`src/rtl/vc_credit_sender.sv`:
```
// Credit-based sender feeding a remote queue over a ready-less link.
// Outstanding credits are fully drained before the link domain changes.
module vc_credit_sender #(
  parameter int p_msg_nbits   = 32,
  parameter int p_num_credits = 2,
  localparam int c_cnt_nbits  = $clog2(p_num_credits + 1)
) (
  input  logic                   clk,
  input  logic                   reset,
  input  logic                   in_val,
  output logic                   in_rdy,
  input  logic                   in_domain,
  input  logic [p_msg_nbits-1:0] in_msg,
  output logic                   tx_val,
  output logic                   tx_domain,
  output logic [p_msg_nbits-1:0] tx_msg,
  input  logic                   credit_ret,
  output logic [c_cnt_nbits-1:0] credits,
  output logic                   overflow_err
);

  typedef enum logic [0:0] {
    ST_ACTIVE = 1'b0,
    ST_DRAIN  = 1'b1
  } state_t;

  localparam logic [c_cnt_nbits-1:0] CNT_FULL = c_cnt_nbits'(p_num_credits);
  localparam logic [c_cnt_nbits-1:0] CNT_ONE  = c_cnt_nbits'(1);
  localparam logic [c_cnt_nbits-1:0] CNT_ZERO = c_cnt_nbits'(0);

  state_t                   state_r;
  logic [c_cnt_nbits-1:0]   credits_r;
  logic                     tx_val_r;
  logic                     tx_domain_r;
  logic [p_msg_nbits-1:0]   tx_msg_r;
  logic                     overflow_r;
  logic                     domain_ok_s;
  logic                     rdy_s;
  logic                     accept_s;

  // in_rdy never depends on credit_ret: only registered state and the domain compare
  assign domain_ok_s = (in_domain == tx_domain_r);
  assign rdy_s       = (state_r == ST_ACTIVE) && domain_ok_s && (credits_r != CNT_ZERO);
  assign accept_s    = in_val && rdy_s;

  // Link register, credit counter and drain/active control
  always_ff @(posedge clk) begin
    if (reset) begin
      state_r     <= ST_ACTIVE;
      credits_r   <= CNT_FULL;
      tx_val_r    <= 1'b0;
      tx_domain_r <= 1'b0;
      tx_msg_r    <= {p_msg_nbits{1'b0}};
      overflow_r  <= 1'b0;
    end else begin
      tx_val_r <= accept_s;
      if (accept_s) begin
        tx_msg_r <= in_msg;
      end else begin
        tx_msg_r <= tx_msg_r;
      end

      case ({accept_s, credit_ret})
        2'b10: credits_r <= credits_r - CNT_ONE;
        2'b01: begin
          // A return at full count is a receiver protocol error: hold and flag
          if (credits_r == CNT_FULL) begin
            overflow_r <= 1'b1;
          end else begin
            credits_r <= credits_r + CNT_ONE;
          end
        end
        default: credits_r <= credits_r;
      endcase

      case (state_r)
        ST_ACTIVE: begin
          if (in_val && !domain_ok_s) begin
            state_r <= ST_DRAIN;
          end else begin
            state_r <= ST_ACTIVE;
          end
        end
        ST_DRAIN: begin
          if (in_val && (credits_r == CNT_FULL)) begin
            tx_domain_r <= in_domain;
            state_r     <= ST_ACTIVE;
          end else begin
            state_r <= ST_DRAIN;
          end
        end
        default: state_r <= ST_ACTIVE;
      endcase
    end
  end

  assign in_rdy       = rdy_s;
  assign tx_val       = tx_val_r;
  assign tx_domain    = tx_domain_r;
  assign tx_msg       = tx_msg_r;
  assign credits      = credits_r;
  assign overflow_err = overflow_r;

endmodule

```
`config.mk`:
```
export PLATFORM = sky130hd
export DESIGN_NAME = vc_credit_sender
export DESIGN_NICKNAME = d
export VERILOG_FILES = /design/src/rtl/vc_credit_sender.sv
export SDC_FILE = /design/constraint.sdc
export NUM_CORES = 1
export LEC_CHECK = 0
export CAP_MARGIN = 20
export CORE_MARGIN = 3
export CORE_UTILIZATION = 28
export CTS_BUF_LIST = sky130_fd_sc_hd__clkbuf_8
export DETAILED_ROUTE_END_ITERATION = 16
export PLACE_DENSITY_LB_ADDON = 0.08
export SYNTH_ARGS = -nofsm -noshare
export SYNTH_HDL_FRONTEND = slang
export SYNTH_SLANG_ARGS = --single-unit
```
`constraint.sdc`:
```
create_clock -name clk -period 1.8 [get_ports clk]
set_clock_uncertainty 0.1 [all_clocks]
set_input_delay 0.27 -clock clk [delete_from_list [all_inputs] [get_ports clk]]
set_output_delay 0.27 -clock clk [all_outputs]
set_load 0.02 [all_outputs]
```
==> summary.md, run 1 <==
| Metric | Value |
|---|---|
| Worst setup EP type | `output pin` |
| Cell Pwr Density | `821 nW/µm²` |
| Filler cell count | `around 500` |
| Number of synthesized register bits | `38` |
| Worst vdd ir | `just over 0.4 mV` |
| Status | `finished clean` |
| Gpl congestion | `approximately 0.69` |
| Antenna diodes | `0` |
| Area delta synth->final | `68.0%` |
| Port buffer count | `74` |
| Sinks on Clock Net | `38` |
| Htree depth | `2` |
| Max_cap viols | `0` |
| Final worst slack | `73.7 ps` |
| Worst-path clk slew | `70 ps` |
| R2r setup slk | `160 ps` |
| Worst-path fanout max | `5` |
| Placed cell areas | `2270 µm²` |
| Worst R2R Path Depth | `6` |
| Distinct cells, synth | `18` |
| Total CTS buffers | `5` |
| Largest net degree at the start of global routing | `34` |
| Synthesis Warnings | `0` |
| Worst Hold Class | `reg2reg` |
| Die ar. | `5880 µm²` |
| Share of Yosys cell area claimed by the top area cell type | `54.4%` |
| Slew Viols, Final | `0` |
| Share of layout cells above drive strength 1 | `under 10%` |
| Starting Density | `29.2%` |
| RSZ-0062 raised after global routing | `false` |
| Rows | `25` |
| DP Cell Count | `316` |
| Setup violations, final | `0` |
| Final nets | `roughly 290` |
| Mapped Nets | `209` |
| Max incr delay on CP | `~600 ps` |
| Worst r2r src | `tx_domain$_SDFFE_PP0P_` |
| Setup WS pre-CTS | `-232 ps` |
| Hold Vio Cnt, Final | `0` |
| CTS tree | `built` |
| Root Buffer | `clkbuf_8` |
| Worst Max-Slew Pin Slew | `about 360 ps` |
| Area of the multi-input gates | `568 µm²` |
| Largest area contributor in the netlist | `dfxtp_1` |
| Clock Tree Buf Depth | `2` |
| Register Area | `roughly 760 µm²` |
| Worst EP arrival | `1360 ps` |
| Crit path to | `credits[0]` |
| Worst EP required | `1430 ps` |
| Crit path launch | `credits[0]$_SDFFE_PP0P_` |
| Leakage | `0.858 nW` |
| Core box area | `4790 µm²` |
| Setup crit start kind | `flip-flop` |
| Initial antenna violation count | `0` |
| DR vias | `1355` |
| Total congestion overflow | `0` |
| Crit-path leading delay family | `buffers and inverters` |
| Relative slew margins | `around 76%` |
| Crit path cell chain | `buf_4 > clkdlybuf4s50_1` |
| CP max stage cell | `clkdlybuf4s50_1` |
| Number of global-route vias before repair | `1262` |
| Wire per inst | `11.0 µm` |
| Cells after Synth | `approximately 170` |
| Pre-antenna DRT Iters | `4` |
| DR iter-0 viols | `30` |
| Synthesized area | `about 1400 µm²` |
| Total wire length | `3550 µm` |
| Crit Path Category | `reg2out` |
| I/O pins | `75` |
| Dpl hpwl | `2530 µm` |
| Clock Latency Late Sink | `between 200 and 300 ps` |
| Number of standard cells in the final layout excluding fillers | `322` |
| Tcrit/Tclk final | `95.9%` |
| Final Cell Area | `2350 µm²` |
| Fmax | `579 MHz` |
| Buf/Inv on CP | `2` |
| CP Depth | `2` |
| Vias/cell | `4.21` |
| Fin crit period | `approximately 1700 ps` |
| Antenna viol nets, final | `0` |
| Syn Area/Cell | `8.13 µm²` |
| Die width | `approximately 77 µm` |
| Register area share after synthesis | `54.4%` |
| Global-route wire length before repair | `about 6000 µm` |
| Worst r2r dst | `tx_msg[18]$_SDFFE_PP0P_` |
| # DRC | `0` |
| Gr usage total | `12.5%` |
| Fin Setup TNS | `0 ps` |
| Top post-synthesis cells by area | `dfxtp_1, nand2_1, a21oi_1, buf_6, nand2b_1` |
| Chip Height | `approximately 77 µm` |
[where the power goes]
| part | switching (W) | internal (W) |
|---|---|---|
| registers | 0.0000271 | 0.000895 |
| clock network | 0.000264 | 0.000295 |
| logic | 0.000213 | 0.000235 |
| total | 0.000505 | 0.00142 |
[sequential cells by signal, indices dropped and copies added, names as in the netlist]
register      flops
overflow_err      1
credits           2
tx_msg           32
tx_domain         1
state_r           1
tx_val            1
[cell families (layout without fill, tap and decap cells)]
kind of cell	after synthesis	after routing	share of synthesized area, %
AO/OA/AOI/OAI	38	38	14.0
XOR/XNOR	1	1	1.16
buffers and inverters	11	94	5.37
flip-flops	38	38	54.4
multiplexers	1	1	0.716
AND/OR/NAND/NOR	83	83	24.4
[synth_stat cells]
cell,number
nor2_1,5
mux2i_1,1
o21ai_1,1
nand3_1,3
buf_6,4
a31oi_1,2
nor2b_1,2
nor3_2,1
buf_2,3
nand2b_1,3
dfxtp_1,38
xor2_2,1
nor3_1,1
clkbuf_1,4
or3_1,2
a21oi_1,34
nand2_1,66
o211ai_1,1
[cell usage in the layout (no fill, tap or decap), drive strengths merged]
master,synthesis,final
a21oi,34,34
a31oi,2,2
buf,7,14
clkbuf,4,7
clkdlybuf4s50,0,73
dfxtp,38,38
mux2i,1,1
nand2,66,66
nand2b,3,3
nand3,3,3
nor2,5,5
nor2b,2,2
nor3,2,2
o211ai,1,1
o21ai,1,1
or3,2,2
xor2,1,1
[routing by layer]
layer,up-vias,global-route usage (%),part of all wire [%]
li1,721,-,-
met1,582,16.0,48
met4,0,4.35,1.3
met2,46,17.8,41
met3,6,6.34,9.6
met5,-,0,0
[cell type report]
class	instances	area share (%)
timing repair buffer	88	36.3
sequential	38	32.4
multi-input combinational	123	24.2
tap	67	3.57
clock buffer	6	3.52
[stage by stage]
stage	power, W	hold slack [ps]	util (%)
5_1_grt	0.00204	370	49.1
2_1_floorplan	0.00115	306	-
3_5_place_dp	0.00140	344	47.5
3_3_place_gp	0.00140	342	47.5
6_report	0.00193	351	49.1
4_1_cts	0.00197	354	49.2
[worst min-delay path: cells and delay by family, from the launching register on]
| family | cells | cell delay (ps) |
|---|---|---|
| and+or+nand+nor | 1 | 50 |
| DFF | 1 | 310 |
| AOI/OAI and AO/OA | 1 | 50 |
[how the worst min path moves through the flow]
stage	from	to	slack (ps)	depth (start not counted)
3_3_place_gp	tx_msg[0]$_SDFFE_PP0P_	tx_msg[0]$_SDFFE_PP0P_	340	2
4_1_cts	tx_msg[13]$_SDFFE_PP0P_	tx_msg[13]$_SDFFE_PP0P_	350	2
3_5_place_dp	tx_msg[13]$_SDFFE_PP0P_	tx_msg[13]$_SDFFE_PP0P_	340	2
2_1_floorplan	in_msg[0]	tx_msg[0]$_SDFFE_PP0P_	310	2
6_report	tx_msg[13]$_SDFFE_PP0P_	tx_msg[13]$_SDFFE_PP0P_	350	2
5_1_grt	tx_msg[16]$_SDFFE_PP0P_	tx_msg[16]$_SDFFE_PP0P_	370	2
[repair_timing]
action                                  4_1_cts  5_1_grt
resized for setup                             1        3
hold buffers                                  0        0
setup buffers                                 0        0
gates cloned                                  0        0
endpoints found under the hold margin         0        0
endpoints found under the setup margin        1        1
Note: power is estimated with default switching activity, not from simulation.
==> inputs of run 2 (changes only) <==
--- a/config.mk
+++ b/config.mk
@@ -10,7 +10,9 @@
 export CORE_UTILIZATION = 28
 export CTS_BUF_LIST = sky130_fd_sc_hd__clkbuf_8
 export DETAILED_ROUTE_END_ITERATION = 16
+export GPL_ROUTABILITY_DRIVEN = 0
 export PLACE_DENSITY_LB_ADDON = 0.08
+export SLEW_MARGIN = 10
 export SYNTH_ARGS = -nofsm -noshare
 export SYNTH_HDL_FRONTEND = slang
 export SYNTH_SLANG_ARGS = --single-unit
==> results of run 2 <==
Final layout, timing and power as in run 1 (identical DEF).
==> inputs of run 3 (changes only) <==
--- a/config.mk
+++ b/config.mk
@@ -12,7 +12,6 @@
 export DETAILED_ROUTE_END_ITERATION = 16
 export GPL_ROUTABILITY_DRIVEN = 0
 export PLACE_DENSITY_LB_ADDON = 0.08
-export SLEW_MARGIN = 10
 export SYNTH_ARGS = -nofsm -noshare
 export SYNTH_HDL_FRONTEND = slang
 export SYNTH_SLANG_ARGS = --single-unit
==> results of run 3 <==
Final layout, timing and power as in run 1 (identical DEF).
